### src/rtl/t02_imu_spi_target.sv
// t02_imu_spi_target: SPI mode-0 IMU register-file target with coherent sensor snapshot.
module t02_imu_spi_target #(
  parameter logic [7:0] WHO_AM_I_VAL = 8'hEA,
  parameter int         SYNC_STAGES  = 2
) (
  input  logic        hz100,
  input  logic        rst,
  input  logic        sclk,
  input  logic        cs,
  input  logic        sdi,
  output logic        sdo,
  output logic        sdo_oe,
  input  logic [95:0] sensor_data,
  input  logic        sample_load,
  output logic [1:0]  reg_bank,
  output logic [7:0]  pwr_mgmt_1,
  output logic [7:0]  pwr_mgmt_2,
  output logic [7:0]  gyro_cfg,
  output logic [7:0]  accel_cfg,
  output logic        wr_strobe,
  output logic        xfer_done
);
  localparam logic [1:0] IDLE = 2'd0, CMD = 2'd1, WRITE = 2'd2, READ = 2'd3;
  logic [SYNC_STAGES-1:0] sclk_q, cs_q, sdi_q;
  logic sclk_d, cs_d, sclk_s, cs_s, sdi_s;
  logic sclk_rise, sclk_fall, cs_rise, cs_fall;
  logic [1:0] state;
  logic [2:0] cnt;
  logic [6:0] addr, rd_addr, snap_idx;
  logic [7:0] sh, nb, rd_data, snap_b;
  logic first, commit, bank0, bank2;
  logic [95:0] snapshot, pending;
  logic pend_v;
  assign sclk_s = sclk_q[SYNC_STAGES-1];
  assign cs_s = cs_q[SYNC_STAGES-1];
  assign sdi_s = sdi_q[SYNC_STAGES-1];
  assign sclk_rise = sclk_s & ~sclk_d;
  assign sclk_fall = ~sclk_s & sclk_d;
  assign cs_rise = cs_s & ~cs_d;
  assign cs_fall = ~cs_s & cs_d;
  assign nb = {sh[6:0], sdi_s};
  assign bank0 = reg_bank == 2'd0;
  assign bank2 = reg_bank == 2'd2;
  assign sdo = (state == READ) ? sh[7] : 1'b0;
  assign sdo_oe = ~cs_s & (state == READ);
  assign commit = (state == WRITE) & sclk_rise & (cnt == 3'd7) & ~cs_rise;
  // CMD reads the address being decoded; READ prefetches the next burst byte
  assign rd_addr = (state == CMD) ? nb[6:0] : addr + 7'd1;
  assign snap_idx = rd_addr - 7'h2D;
  always_comb begin
    snap_b = 8'h00;
    for (int i = 0; i < 12; i++)
      if (snap_idx == 7'(i)) snap_b = snapshot[95-8*i -: 8];
  end
  always_comb
    rd_data = (rd_addr == 7'h7F) ? {2'b00, reg_bank, 4'b0000}
            : (bank0 && rd_addr == 7'h00) ? WHO_AM_I_VAL
            : (bank0 && rd_addr == 7'h06) ? pwr_mgmt_1
            : (bank0 && rd_addr == 7'h07) ? pwr_mgmt_2
            : (bank0 && rd_addr >= 7'h2D && rd_addr <= 7'h38) ? snap_b
            : (bank2 && rd_addr == 7'h01) ? gyro_cfg
            : (bank2 && rd_addr == 7'h14) ? accel_cfg
            : 8'h00;
  always_ff @(posedge hz100) begin
    if (rst) begin
      sclk_q <= '0;
      cs_q <= '1;
      sdi_q <= '0;
      sclk_d <= 1'b0;
      cs_d <= 1'b1;
    end else begin
      sclk_q <= {sclk_q[SYNC_STAGES-2:0], sclk};
      cs_q <= {cs_q[SYNC_STAGES-2:0], cs};
      sdi_q <= {sdi_q[SYNC_STAGES-2:0], sdi};
      sclk_d <= sclk_s;
      cs_d <= cs_s;
    end
  end
  always_ff @(posedge hz100) begin
    if (rst) begin
      state <= IDLE;
      cnt <= 3'd0;
      addr <= 7'd0;
      sh <= 8'h00;
      first <= 1'b0;
      wr_strobe <= 1'b0;
      xfer_done <= 1'b0;
    end else begin
      wr_strobe <= commit;
      xfer_done <= cs_rise;
      if (cs_rise) state <= IDLE;
      else case (state)
        IDLE: if (cs_fall) begin
          state <= CMD;
          cnt <= 3'd0;
        end
        CMD: if (sclk_rise) begin
          sh <= nb;
          cnt <= cnt + 3'd1;
          if (cnt == 3'd7) begin
            addr <= nb[6:0];
            state <= nb[7] ? READ : WRITE;
            first <= 1'b1;
            if (nb[7]) sh <= rd_data;
          end
        end
        WRITE: if (sclk_rise) begin
          sh <= nb;
          cnt <= cnt + 3'd1;
          if (cnt == 3'd7) addr <= addr + 7'd1;
        end
        READ: if (sclk_fall) begin
          // the first fall only presents the MSB already loaded at the command byte
          if (first) first <= 1'b0;
          else if (cnt == 3'd7) begin
            sh <= rd_data;
            addr <= addr + 7'd1;
            cnt <= 3'd0;
          end else begin
            sh <= {sh[6:0], 1'b0};
            cnt <= cnt + 3'd1;
          end
        end
      endcase
    end
  end
  always_ff @(posedge hz100) begin
    if (rst || (commit && bank0 && addr == 7'h06 && nb[7])) begin
      reg_bank <= 2'd0;
      pwr_mgmt_1 <= 8'h41;
      pwr_mgmt_2 <= 8'h00;
      gyro_cfg <= 8'h01;
      accel_cfg <= 8'h01;
    end else if (commit) begin
      if (addr == 7'h7F) reg_bank <= nb[5:4];
      else if (bank0 && addr == 7'h06) pwr_mgmt_1 <= nb;
      else if (bank0 && addr == 7'h07) pwr_mgmt_2 <= nb;
      else if (bank2 && addr == 7'h01) gyro_cfg <= nb;
      else if (bank2 && addr == 7'h14) accel_cfg <= nb;
    end
  end
  always_ff @(posedge hz100) begin
    if (rst) begin
      snapshot <= '0;
      pending <= '0;
      pend_v <= 1'b0;
    end else if (cs_rise) begin
      snapshot <= sample_load ? sensor_data : pend_v ? pending : snapshot;
      pend_v <= 1'b0;
    end else if (sample_load) begin
      if (cs_s) snapshot <= sensor_data;
      else begin
        pending <= sensor_data;
        pend_v <= 1'b1;
      end
    end
  end
endmodule

### config.mk
export PLATFORM = sky130hd
export DESIGN_NAME = t02_imu_spi_target
export DESIGN_NICKNAME = d
export VERILOG_FILES = /design/src/rtl/t02_imu_spi_target.sv
export SDC_FILE = /design/constraint.sdc
export NUM_CORES = 1
export LEC_CHECK = 0
export BUFFER_PORTS_ARGS = -buffer_cell sky130_fd_sc_hd__buf_2
export CAP_MARGIN = 20
export CORE_ASPECT_RATIO = 0.8
export CORE_UTILIZATION = 63
export DETAILED_ROUTE_END_ITERATION = 6
export PLACE_DENSITY = 0.85
export SETUP_SLACK_MARGIN = 0.3
export SYNTH_ARGS = -nofsm -noshare
export SYNTH_HDL_FRONTEND = slang
export SYNTH_SLANG_ARGS = --single-unit
### constraint.sdc
create_clock -name hz100 -period 5.7 [get_ports hz100]
set_input_delay 0.57 -clock hz100 [delete_from_list [all_inputs] [get_ports hz100]]
set_output_delay 0.57 -clock hz100 [all_outputs]
set_load 0.05 [all_outputs]
==> impl_metrics.tcl <==
set metrics [dict create \
    status "completed" \
    seqCellArea_um2 5165 \
    yosys.area.top_type_share_pct 43.32 \
    ctsLongestPathBuffers 3 \
    synth_edf_count 0 \
    diodes_inserted 0 \
    vias 10760 \
    gr-usage-met3_pct 5.615 \
    maxClockFrequency_ghz 0.2707 \
    p_leak_nw 4.859 \
    multi_input_area_um2 6247 \
    via_per_inst 6.119 \
    cts_setup_buffers 0 \
    grt.met2_usage_pct 53.73 \
    grt_start_max_net_pins 193 \
    clkSlewWorstSetupHoldPaths_ps 60 \
    crit_type "flip-flop to flip-flop" \
    ys_top_cells_by_area "dfxtp_1 43%, mux2i_1 11%, nand2_1 7.5%" \
    mappedNetlistArea_um2 11920 \
    endpoint_kind "flip-flop" \
    area_added_between_synthesis_and_finish_pct 12.95 \
    design.final.nets 1599 \
    clkPwrFrac_pct 36.2 \
    wire_length_of_the_first_global_routing_pass_um 52920 \
    globalRouteOverflowTotal 0 \
    clk_latency_ps 550 \
    timing.slew.headroom_pct 28.65 \
    number_of_buffers_inserted_during_clock_tree_synthesis 26 \
    setup_violations 0 \
    cts_hold_buffers 0 \
    startpoint_type "flip-flop" \
    final-hold-violation-count 0 \
    power_switching_mw 1.558 \
    yosysTopAreaCell "dfxtp_1" \
    worst_ir_drop_vdd_mv 0.2741 \
    wl_per_cell_um 18.68 \
    antenna_left 0 \
    worst-slew-pin-transition_ps 1068 \
    period_minus_slack_ps 3695 \
    dp.final_hpwl_um 22200 \
    drive_above_1_share_pct 14.21 \
    grt_busiest_layer "met2" \
    floorplan.core_area_um2 18330 \
    cts.sinks 258 \
    synth-async-reset-ratio_pct 0 \
    yosys_warnings 0 \
    ios 140 \
    timing.hold.worst.class "input port to flip-flop" \
    clock-skew-final_ps 14.91 \
    first_global_vias 10090 \
    cts_max_level 1 \
    synth_commonest_cells "258 x dfxtp_1, 239 x nand2_1, 173 x nor2_1" \
    yosysUniqueCellTypes 75 \
    die_h_um 125.0 \
    netlist_instances 1429 \
    remaining_drc_errors 0 \
    setup_tns_ps 0 \
    timing.critical_path.required_ps 6150 \
    synth_seq_area_share_pct 43.32 \
    globalplace.congestion 0.9269 \
    rsz0062_at_grt "false" \
    postSynthNetCount 1542 \
    crit_arrival_ps 4150 \
    gate_power_share_pct 21.2 \
    numPortBuffers 139 \
    initialDrtViolationCount 1130 \
    die_x_um 155.8 \
    tritoncts "done" \
    drt_wl_total_um 32870 \
    post_cts.resized_instances 0 \
    finalMaxSlewViolations 0 \
    netSwitchingFraction_pct 32.01 \
    cell_area_power_density_nw_per_um2 361.5 \
    fin_hold_ws_ps 205.4 \
    initial_core_util_pct 65.04 \
    finalCritPeriodShare_pct 64.82 \
    crit_path_max_fanout 32 \
    power_report.internal_total_mw 3.310 \
    drv.max_cap_violation_count 0 \
    synth_most_common_cell "dfxtp_1" \
    clk_root_buf "clkbuf_16" \
    dieArea_um2 19480 \
    rows 44 \
    drtPass1Iterations 6 \
    power.sequential.fraction_pct 42.6 \
    grt_antenna_before_repair 0 \
    groute.usage.overall_pct 33.72 \
    power.total_mw 4.869 \
    filler_cell_count 1428 \
    synthesis.area_per_instance_um2 8.343 \
    met1_usage_pct 47.14 \
    synth_top_flop_cell "dfxtp_1" \
    synth.ff_latch_count 258 \
]
[layer usage]
metal  up-vias  routed length, um
met5         -                  0
met4         0                726
met3        63               2404
met2       413              15130
met1      5095              14610
li1       5193                  -
[state kept, by name, summed over array words and instances, names as in the netlist, 3 cells and up]
| name | cells |
|---|---|
| addr | 7 |
| pwr_mgmt_2 | 8 |
| cnt | 3 |
| accel_cfg | 8 |
| pending | 96 |
| pwr_mgmt_1 | 8 |
| snapshot | 96 |
| gyro_cfg | 8 |
| sh | 8 |
[final cells by class]
class / instances / share of cell area, %
Multi-Input combinational cell: 1038 / 46.39
Sequential cell: 258 / 38.35
Clock buffer: 41 / 5.993
Timing Repair Buffer: 145 / 5.733
Tap cell: 253 / 2.351
Clock inverter: 7 / 0.7061
Inverter: 17 / 0.4738
[layout by cell type (no fill, tap or decap), types with 6 or more instances in the layout]
| master | count |
|---|---|
| nand4_1 | 7 |
| a22oi_1 | 15 |
| and3_1 | 9 |
| nand2_1 | 239 |
| nor2_1 | 172 |
| a21oi_1 | 130 |
| nor2b_1 | 13 |
| a211oi_1 | 105 |
| ha_1 | 11 |
| o21ai_0 | 23 |
| inv_1 | 16 |
| nor3_1 | 19 |
| or2_2 | 7 |
| a31oi_1 | 6 |
| a222oi_1 | 8 |
| mux2i_1 | 132 |
| o22ai_1 | 6 |
| a221oi_1 | 6 |
| a22o_1 | 10 |
| buf_2 | 138 |
| a311oi_1 | 6 |
| clkbuf_16 | 26 |
| a21o_1 | 7 |
| nand3_1 | 14 |
| dfxtp_1 | 258 |
| clkbuf_8 | 10 |
[per-stage QoR]
step	area, um^2	worst slack, ps	util (%)	std cells
after floorplan	11920	2878	-	1429
after global placement	12560	2246	68.54	1711
after detailed placement	12560	2157	68.54	1711
after CTS	13470	2137	73.46	1759
after global routing	13470	1799	73.46	1759
final	13470	2005	73.46	1759
[path summary, 6_finish.rpt]
check,from,endpoint,slack [ps],depth (start not counted)
setup reg to reg,state[1]$_SDFFE_PP0P_,sh[3]$_SDFFE_PP0P_,2010,10
hold / removal,cs,cs_q[0]$_SDFF_PP1_,210,2
setup / recovery,state[1]$_SDFFE_PP0P_,sh[3]$_SDFFE_PP0P_,2010,10
hold reg to reg,cs_q[0]$_SDFF_PP1_,cs_q[1]$_SDFF_PP1_,410,1
[cell families (layout without fill, tap and decap cells)]
family	after synthesis	in the layout	synth area share, %
xor gates and xnor gates	4	4	0.3569
adders and majority gates	11	11	1.154
and+or+nand+nor	526	526	19.12
buffers and inverters	133	210	4.492
AOI/OAI and AO/OA	363	363	20.29
muxes	134	134	11.27
DFF	258	258	43.32
[power groups by stage]
stage | sequential [mW] | combinational [mW] | clock (mW)
2_1_floorplan | 2.00 | 0.827 | 0
3_3_place_gp | 2.10 | 0.983 | 0
3_5_place_dp | 2.11 | 0.997 | 0
4_1_cts | 2.07 | 1.01 | 1.77
5_1_grt | 2.08 | 1.14 | 1.85
6_report | 2.07 | 1.03 | 1.76
[worst max-delay path: stages, from the launching register on]
cell,delay [ps]
dfxtp_1,340
inv_1,110
ha_1,850
nor2b_1,390
a211oi_1,140
or2_2,430
nor2_1,280
and3_1,480
a22oi_1,150
and4_1,220
a211oi_1,200
No activity file was read; power rests on OpenSTA's default activity.
